### config.mk
export PLATFORM = sky130hd
export DESIGN_NAME = dma_perf_monitor
export DESIGN_NICKNAME = d
export VERILOG_FILES = /design/src/rtl/dma_perf_monitor.sv
export SDC_FILE = /design/constraint.sdc
export NUM_CORES = 2
export LEC_CHECK = 0
export CAP_MARGIN = 20
export CORE_UTILIZATION = 50
export DETAILED_ROUTE_END_ITERATION = 8
export GPL_TIMING_DRIVEN = 0
export PLACE_DENSITY = 0.64
export SYNTH_ARGS = -nofsm -noshare
export SYNTH_HDL_FRONTEND = slang
export SYNTH_SLANG_ARGS = --single-unit
### constraint.sdc
create_clock -name clk_pcie -period 43 [get_ports clk_pcie]
set_input_delay 8.6 -clock clk_pcie [delete_from_list [all_inputs] [get_ports clk_pcie]]
set_output_delay 8.6 -clock clk_pcie [all_outputs]
set_load 0.02 [all_outputs]
### src/rtl/dma_perf_monitor.sv
// dma_perf_monitor: timing monitor for a set of PCIe DMA write channels.
// Each channel runs an IDLE/BUSY/GAP tracker that measures transfer length
// (start..end) and idle gap (end..next start). It also keeps last/min/max
// busy length, max gap, a transfer count, and sticky error/saturation bits.
// All counters and statistics saturate at all-ones and never wrap.
//
// Read port handshake: the requester pulses rd_en with rd_ch/rd_sel for one
// cycle. On the following cycle rd_valid is high for exactly one cycle, and
// rd_data carries the value the statistic had when rd_en was sampled. There
// is no backpressure. rd_data keeps its last value while rd_valid is low.
module dma_perf_monitor #(
   parameter int NUM_CH = 4,
   parameter int CNT_W  = 32,
   parameter int CH_W   = 4
) (
   input  logic              clk_pcie,
   input  logic              rst_pcie,
   input  logic [NUM_CH-1:0] dma_write_start,
   input  logic [NUM_CH-1:0] dma_write_end,
   input  logic              stat_clear,
   input  logic              rd_en,
   input  logic [CH_W-1:0]   rd_ch,
   input  logic [2:0]        rd_sel,
   output logic [CNT_W-1:0]  rd_data,
   output logic              rd_valid,
   output logic              test_interval
);

   // The status read exposes these encodings directly as state[1:0].
   typedef enum logic [1:0] {
      ST_IDLE = 2'd0,
      ST_BUSY = 2'd1,
      ST_GAP  = 2'd2
   } state_e;

   localparam logic [CNT_W-1:0] ONES = '1;
   localparam logic [CNT_W-1:0] ONE  = CNT_W'(1);

   state_e            state_q     [NUM_CH];
   logic [CNT_W-1:0]  busy_cnt_q  [NUM_CH];
   logic [CNT_W-1:0]  gap_cnt_q   [NUM_CH];
   logic [CNT_W-1:0]  busy_last_q [NUM_CH];
   logic [CNT_W-1:0]  busy_min_q  [NUM_CH];
   logic [CNT_W-1:0]  busy_max_q  [NUM_CH];
   logic [CNT_W-1:0]  gap_max_q   [NUM_CH];
   logic [CNT_W-1:0]  xfer_cnt_q  [NUM_CH];
   logic [NUM_CH-1:0] err_q;
   logic [NUM_CH-1:0] sat_q;

   logic [CNT_W-1:0]  busy_len [NUM_CH];
   logic [CNT_W-1:0]  gap_len  [NUM_CH];
   logic [NUM_CH-1:0] rec_busy;
   logic [NUM_CH-1:0] rec_gap;
   logic [NUM_CH-1:0] err_set;
   logic [NUM_CH-1:0] sat_set;

   logic [CNT_W-1:0]  rd_data_q, rd_data_d;
   logic              rd_valid_q;
   logic              test_interval_q, test_interval_d;

   // Decode per-channel events and the saturated lengths that would be recorded
   always_comb begin
      busy_len = '{default: '0};
      gap_len  = '{default: '0};
      rec_busy = '0;
      rec_gap  = '0;
      err_set  = '0;
      sat_set  = '0;
      for (int c = 0; c < NUM_CH; c++) begin
         busy_len[c] = (busy_cnt_q[c] == ONES) ? ONES : busy_cnt_q[c] + ONE;
         gap_len[c]  = (gap_cnt_q[c] == ONES) ? ONES : gap_cnt_q[c] + ONE;
         rec_busy[c] = (state_q[c] == ST_BUSY) && dma_write_end[c];
         rec_gap[c]  = (state_q[c] == ST_GAP) && dma_write_start[c];
         err_set[c]  = (state_q[c] == ST_BUSY) && dma_write_start[c] && !dma_write_end[c];
         // A full counter overflows when it would increment or be recorded
         // as length+1. A restart after an error drops the count instead.
         sat_set[c]  = ((state_q[c] == ST_BUSY) && (busy_cnt_q[c] == ONES) &&
                        (dma_write_end[c] || !dma_write_start[c])) ||
                       ((state_q[c] == ST_GAP) && (gap_cnt_q[c] == ONES)) ||
                       (rec_busy[c] && (xfer_cnt_q[c] == ONES));
      end
   end

   // Per-channel FSM, running counters, and statistics
   always_ff @(posedge clk_pcie or posedge rst_pcie) begin
      if (rst_pcie) begin
         for (int c = 0; c < NUM_CH; c++) begin
            state_q[c]     <= ST_IDLE;
            busy_cnt_q[c]  <= '0;
            gap_cnt_q[c]   <= '0;
            busy_last_q[c] <= '0;
            busy_min_q[c]  <= ONES;
            busy_max_q[c]  <= '0;
            gap_max_q[c]   <= '0;
            xfer_cnt_q[c]  <= '0;
         end
         err_q <= '0;
         sat_q <= '0;
      end else begin
         for (int c = 0; c < NUM_CH; c++) begin
            case (state_q[c])
               ST_IDLE: begin
                  if (dma_write_start[c]) begin
                     state_q[c]    <= ST_BUSY;
                     busy_cnt_q[c] <= '0;
                  end
               end
               ST_BUSY: begin
                  if (dma_write_end[c]) begin
                     // A same-cycle start begins the next transfer with no gap.
                     if (dma_write_start[c]) begin
                        busy_cnt_q[c] <= '0;
                     end else begin
                        state_q[c]   <= ST_GAP;
                        gap_cnt_q[c] <= '0;
                     end
                  end else if (dma_write_start[c]) begin
                     busy_cnt_q[c] <= '0;
                  end else if (busy_cnt_q[c] != ONES) begin
                     busy_cnt_q[c] <= busy_cnt_q[c] + ONE;
                  end
               end
               ST_GAP: begin
                  if (dma_write_start[c]) begin
                     state_q[c]    <= ST_BUSY;
                     busy_cnt_q[c] <= '0;
                  end else if (gap_cnt_q[c] != ONES) begin
                     gap_cnt_q[c] <= gap_cnt_q[c] + ONE;
                  end
               end
               default: state_q[c] <= ST_IDLE;
            endcase

            if (stat_clear) begin
               busy_last_q[c] <= '0;
               busy_min_q[c]  <= ONES;
               busy_max_q[c]  <= '0;
               gap_max_q[c]   <= '0;
               xfer_cnt_q[c]  <= '0;
               err_q[c]       <= 1'b0;
               sat_q[c]       <= 1'b0;
            end else begin
               if (rec_busy[c]) begin
                  busy_last_q[c] <= busy_len[c];
                  if (busy_len[c] < busy_min_q[c]) busy_min_q[c] <= busy_len[c];
                  if (busy_len[c] > busy_max_q[c]) busy_max_q[c] <= busy_len[c];
                  if (xfer_cnt_q[c] != ONES) xfer_cnt_q[c] <= xfer_cnt_q[c] + ONE;
               end
               if (rec_gap[c] && (gap_len[c] > gap_max_q[c])) gap_max_q[c] <= gap_len[c];
               if (err_set[c]) err_q[c] <= 1'b1;
               if (sat_set[c]) sat_q[c] <= 1'b1;
            end
         end
      end
   end

   // Select the requested statistic; out-of-range channel or select reads 0
   always_comb begin
      rd_data_d = rd_data_q;
      if (rd_en) begin
         rd_data_d = '0;
         for (int c = 0; c < NUM_CH; c++) begin
            if (rd_ch == CH_W'(c)) begin
               case (rd_sel)
                  3'd0: rd_data_d = busy_last_q[c];
                  3'd1: rd_data_d = busy_min_q[c];
                  3'd2: rd_data_d = busy_max_q[c];
                  3'd3: rd_data_d = gap_max_q[c];
                  3'd4: rd_data_d = xfer_cnt_q[c];
                  3'd5: rd_data_d = {{(CNT_W-4){1'b0}}, sat_q[c], err_q[c], state_q[c]};
                  default: rd_data_d = '0;
               endcase
            end
         end
      end
   end

   // No activity recorded yet: every busy_max and gap_max is still zero
   always_comb begin
      test_interval_d = 1'b1;
      for (int c = 0; c < NUM_CH; c++) begin
         if ((busy_max_q[c] != '0) || (gap_max_q[c] != '0)) test_interval_d = 1'b0;
      end
   end

   // Register the read port and the activity flag
   always_ff @(posedge clk_pcie or posedge rst_pcie) begin
      if (rst_pcie) begin
         rd_data_q       <= '0;
         rd_valid_q      <= 1'b0;
         test_interval_q <= 1'b1;
      end else begin
         rd_data_q       <= rd_data_d;
         rd_valid_q      <= rd_en;
         test_interval_q <= test_interval_d;
      end
   end

   assign rd_data       = rd_data_q;
   assign rd_valid      = rd_valid_q;
   assign test_interval = test_interval_q;

endmodule

== Word level (Yosys, flattened, before mapping) ==
Index checks and enable logic that the tools add are counted.

* Logic and storage cells: 413
* ROM bits: 0
* Input port bits: 19
* RAM bits: 0
* Register bits: 946
* Latch bits: 0
* Memories kept: 0

* Shift operators: 0
* Divide/modulo/power cells: 0
* Mux-type cells: 144
* Equal/unequal tests: 64
* Multiply operators: 0
* Reductions and logical operators: 138
* Bitwise gates (word level): 0
* $lt $le $gt $ge: 12
* $add $sub $neg: 12

{| class="wikitable"
|+ Operators with widths
! cell !! count
|-
| $mux W32 || 96
|-
| $pmux W32 S6 || 4
|-
| $pmux W32 S2 || 8
|-
| $add A32 B1 Y32 const B || 12
|-
| $eq A32 B32 Y1 const B || 12
|-
| $ne A32 B32 Y1 const B || 12
|-
| $gt A32 B32 Y1 || 8
|-
| $reduce_bool A32 Y1 || 8
|-
| $lt A32 B32 Y1 || 4
|-
| $reduce_bool A2 Y1 || 36
|-
| $logic_and A1 B1 Y1 || 36
|-
| $reduce_and A2 Y1 || 16
|-
| $mux W2 || 12
|-
| $ne A2 B2 Y1 const B || 12
|-
| $mux W1 || 20
|-
| $reduce_and A5 Y1 || 4
|-
| $logic_or A1 B1 Y1 || 16
|-
| $ne A2 B1 Y1 const B || 8
|-
| $ne A4 B3 Y1 const B || 4
|-
| $pmux W2 S2 || 4
|-
| $reduce_and A3 Y1 || 4
|-
| $eq A2 B1 Y1 const B || 4
|-
| $eq A2 B2 Y1 const B || 4
|-
| $eq A4 B2 Y1 const B || 2
|-
| 9 further kinds || 24
|}

== Depth between registers and ports, before layout ==
* Depth after elaboration: 7
* Depth in mapped cells: 19
* Gate-level depth less buffers: 15

== Worst setup path after synthesis ==
Ideal clock, no wire load.

* Path type: input port to flip-flop
* Start: input port rd_sel[0]
* End: register rd_data_q[26] (netlist: rd_data[26])
* Buffers on the path: 3
* Setup time: 140 ps
* Slack: 31,981 ps
* Arrival: 10,879 ps
* Stages: 7
* Cell sequence: clkbuf_1 > clkbuf_1 > buf_1 > mux4_2 > a22o_1 > a221oi_1 > o2bb2ai_1

* Word-level cells in the longest chain between the ends: 6
* Elaborated cells between the ends (all ways): 14
* Those cells by class: eq/ne: 5; mux: 8; reduce/logical: 1

{| class="wikitable"
|+ RTL lines
! element !! RTL line !! RTL
|-
| start: declaration || 23 || <nowiki>input logic [2:0] rd_sel,</nowiki>
|-
| $eq A3 B3 Y1, or another cell as far along || 164 || <nowiki>case (rd_sel)</nowiki>
|-
| $pmux W32 S6 || 164 ||
|-
| $mux W32 (3 in series) || 163 || <nowiki>if (rd_ch == CH_W'(c)) begin</nowiki>
|-
| $mux W32 * || 163 ||
|-
| end signal: assignment || 193 || <nowiki>rd_data_q <= rd_data_d;</nowiki>
|-
| end: declaration || 57 || <nowiki>logic [CNT_W-1:0] rd_data_q, rd_data_d;</nowiki>
|}

Mark *: on every way between the ends. The rest lies on a longest branch, timed or not.
A chain may end at the register's enable or synchronous reset.

== Worst setup path after layout ==
* Start: input port rd_sel[2]
* End: register rd_data_q[10] (netlist: rd_data[10])

Same word-level chain as after synthesis.

==> summary.md <==
| Metric | Value |
|---|---|
| Result of the run | complete, but fails checks |
| Violations in the final reports | design-rule violations |
| Total gr overflow | 0 |
| Largest stage delay, worst path | 950 ps |
| Overall fraction of global-route tracks in use | 0.4379 |
| FF-to-FF path depth | 15 |
| Worst path top cell family by delay | buffers and inverters |
| Mean Syn Cell Area | 8.527 um^2 |
| Crit-path max FO | 10 |
| Number of clock sinks | 946 |
| Port Buffer Count | 49 |
| Number of gates on the worst path with buffers counted | 8 |
| Area growth from synthesis to layout | 11.57% |
| Max-slew headroom at the worst pin | 0.09188 |
| Power per unit of standard cell area | 36.12 mW/mm^2 |
| Clock tree skew after final layout | 24.67 ps |
| Die area | 0.1266 mm^2 |
| Period minus WS final | 12,500 ps |
| Critical Path RT | 43,690 ps |
| Share of the synthesized area in the top cell type | 0.3266 |
| Post-synth top area cell | dfrtp_1 |
| Placed Instances | 9,067 |
| Count of non-filler cells in the finished layout | 9,306 |
| Cells taking the most area after synthesis | dfrtp_1, ha_1, dfstp_2, nor2_1, o21ai_0 |
| Routed WL per cell | 30.28 um |
| Final nets | 7,965 |
| Final setup violation count | 0 |
| Crit-path most repeated cell | buf_1 |
| Final HPWL from detailed placement | 219,300 um |
| Worst setup margin | 30,500 ps |
| Worst reg2reg path endpoint | busy_max_q[53] |
| Most common flop cell mapped by yosys | dfrtp_1 |
| Netlist cell types | 81 |
| Detailed-route DRC error count | 6 |
| Cell Area, Synth | 0.06260 mm^2 |
| Later-pin clock latency in the skew report | 760 ps |
| Post-detailed-routing wire length | 281,800 um |
| Crit-path cells | clkdlybuf4s50_1 -> buf_1 -> nor3_2 -> clkbuf_1 -> buf_1 -> a22oi_1 -> nand3_1 -> a32o_1 |
| P_leak | 30.72 nW |
| Most frequent cells in the layout | dfrtp_1, nor2_1, nand2_1 |
| Kind of start point of the critical path | input pin |
| Net Count, Synth | 7,752 |
| Top Ports | 53 |
| Remaining antenna violation count | 0 |
| Core Region | 0.1240 mm^2 |
| Terminating pin of the worst hold path | rd_data[17] |
| Number of setup buffers added after CTS | 0 |
| Worst R2R Setup Slack | 36,320 ps |
| Number of buffers created by CTS | 112 |
| Worst IR Drop VDD | 30.92 uV |
| Via density | 6.681 |
| Count of vias placed by the detailed router | 62,170 |
| Fraction of the yosys area taken by sequential cells | 0.3808 |
| Critical hold path startpoint | rd_data[17] |
| Count of TritonRoute iterations in the first routing pass | 9 |
| CP Capture Type | flop |
| Setup repair after global routing missed its margin | no |
| Clock transition at path regs | 60 ps |
| CTS hold repair buffers | 0 |
| Number of max-slew violations in the final report | 0 |
| Crit share post-route | 0.2907 |
| Global-route wire length before repair | 403,800 um |
| Pin count of the biggest net entering global routing | 121 |
| Resized Gates After CTS | 0 |
| Count of flip-flops with a built-in enable after synthesis | 0 |
| Routability-driven placement congestion ratio | 1.103 |
| # rows | 129 |
| Initial cell density of the core | 0.5050 |
| Slowest CP cell | nor3_2 |
| Count of state elements after synthesis | 946 |
| Buf/Inv on CP | 4 |
| Class of the most critical setup path | in2reg |
| Floorplan die width | 355.8 um |
| Number of antenna violations at the first check in global routing | 24 |
| Maximum buffer depth of the clock tree | 3 |
| Async set-reset flop share out of synthesis | 1.000 |
| Number of global-route vias before repair | 57,410 |
| Total of max-cap violations | 0 |
| Hold Violations, Final | 0 |
| Max Fclk | 0.07999 GHz |
| Number of standard cells after synthesis | 7,341 |
| Clock tree from TritonCTS | done |
| Launch instance of the worst register-to-register path | busy_cnt_q[40] |
| Slew at the pin closest to its max-slew limit | 1362 ps |
| Type of the tightest min-delay check | reg2reg |
| Share of layout cells above drive strength 1 | 0.06493 |
| Yosys warnings | 0 |
| Worst Setup Slack post-DPL | 30,040 ps |
| Height of the chip | 355.8 um |
| Most common cell after layout, fill and taps aside | dfrtp_1 |
| Depth of the worst hold-timing path | 1 |
| First DRT Iteration DRCs | 8,433 |
| Arrival time at the worst endpoint | 13,190 ps |
| Deepest level of the CTS H-tree | 3 |
| Master cell of the clock root buffer | clkbuf_16 |
## kinds of logic (layout without fill, tap and decap cells)
group | after synthesis | after routing | share of synthesized area
AO/OA/AOI/OAI | 1844 | 1844 | 0.1881
XOR/XNOR | 296 | 296 | 0.04142
adder cells (fa/ha/maj) | 392 | 392 | 0.07835
buffers and inverters | 945 | 1258 | 0.05703
flip-flops | 946 | 946 | 0.3808
multiplexers | 236 | 236 | 0.04805
other | 0 | 15 | 0
AND/OR/NAND/NOR | 2682 | 2682 | 0.2063
## per-layer routing
metal / track usage / vias to the layer above / part of all wire / wire length [um]
li1: - / 27120 / - / -
met1: 0.5861 / 30550 / 0.40 / 112100
met2: 0.6291 / 3687 / 0.42 / 117000
met3: 0.1388 / 798 / 0.12 / 34520
met4: 0.2331 / 20 / 0.064 / 18010
met5: 0 / - / 0.00054 / 151
## power breakdown
part | switching (mW) | internal [mW]
combinational | 0.330 | 0.146
sequential | 0.0838 | 0.941
clock | 0.422 | 0.601
total | 0.835 | 1.69
## flip-flops by register name, indices dropped and copies added, names as in the netlist
register,flops
busy_cnt_q,128
err_q,4
state_q,8
xfer_cnt_q,128
busy_max_q,128
gap_cnt_q,128
rd_data,32
rd_valid,1
gap_max_q,128
test_interval,1
busy_last_q,128
busy_min_q,128
sat_q,4
## layout make-up
class / instances / area, um^2
well taps: 1637 / 2048
multi-input cells: 5450 / 35220
flip-flops and latches: 946 / 23830
diodes: 15 / 37.54
clock buffers: 188 / 3515
repair buffers: 99 / 1256
clock inverters: 26 / 345.3
plain buffers: 472 / 1803
fillers: 11380 / 54120
inverters: 473 / 1783
## how the worst max path moves through the flow
| stage | slack (ps) | to | start |
|---|---|---|---|
| finish | 30500 | rd_data[10] | rd_sel[2] |
| global route | 30720 | rd_data[10] | rd_sel[2] |
| CTS | 30800 | xfer_cnt_q[112] | stat_clear |
| detailed placement | 30040 | xfer_cnt_q[112] | stat_clear |
| global placement | -4940 | busy_cnt_q[90] | rst_pcie |
| floorplan | 8010 | busy_cnt_q[0] | rst_pcie |
## metrics by stage
step	cell area, um^2	hold slack, ps	util	power [mW]	TNS, ps
6_report	69840	491.8	0.5634	2.522	0
5_1_grt	69810	526.6	0.5631	2.581	0
4_1_cts	69710	491.9	0.5623	2.493	0
3_5_place_dp	65850	479.8	0.5312	1.483	0
3_3_place_gp	65140	485.1	0.5255	1.471	-3918520
2_1_floorplan	62600	457.5	-	1.273	0
## synth_stat cells (12+ instances only)
library cell  count
a21o_1           60
or2_2            18
dfrtp_1         817
o31ai_1          99
a32o_1           22
a31oi_1          82
and2_1           77
a22oi_1          96
o2bb2ai_1        15
and4_1           77
and3_1          101
nand3_1         248
inv_1           472
ha_1            392
mux2_2           26
a21oi_1         425
mux4_2           49
a211oi_1        165
a221oi_1         37
nor2b_1          25
clkbuf_1        422
buf_1            37
nor2_1          754
o22ai_1          44
o21ai_0         501
a41oi_1          23
dfstp_2         129
nor3_1          267
a311oi_1         77
nand2_1         660
nand4_1         183
nand2b_1         28
xor2_1          134
a22o_1           21
nor4_1          157
xnor2_1         162
or3_1            40
o211ai_1         55
mux2i_1         161
buf_2            12
o21a_1           23
or4_1            12
(Power assumes the default switching activity.)
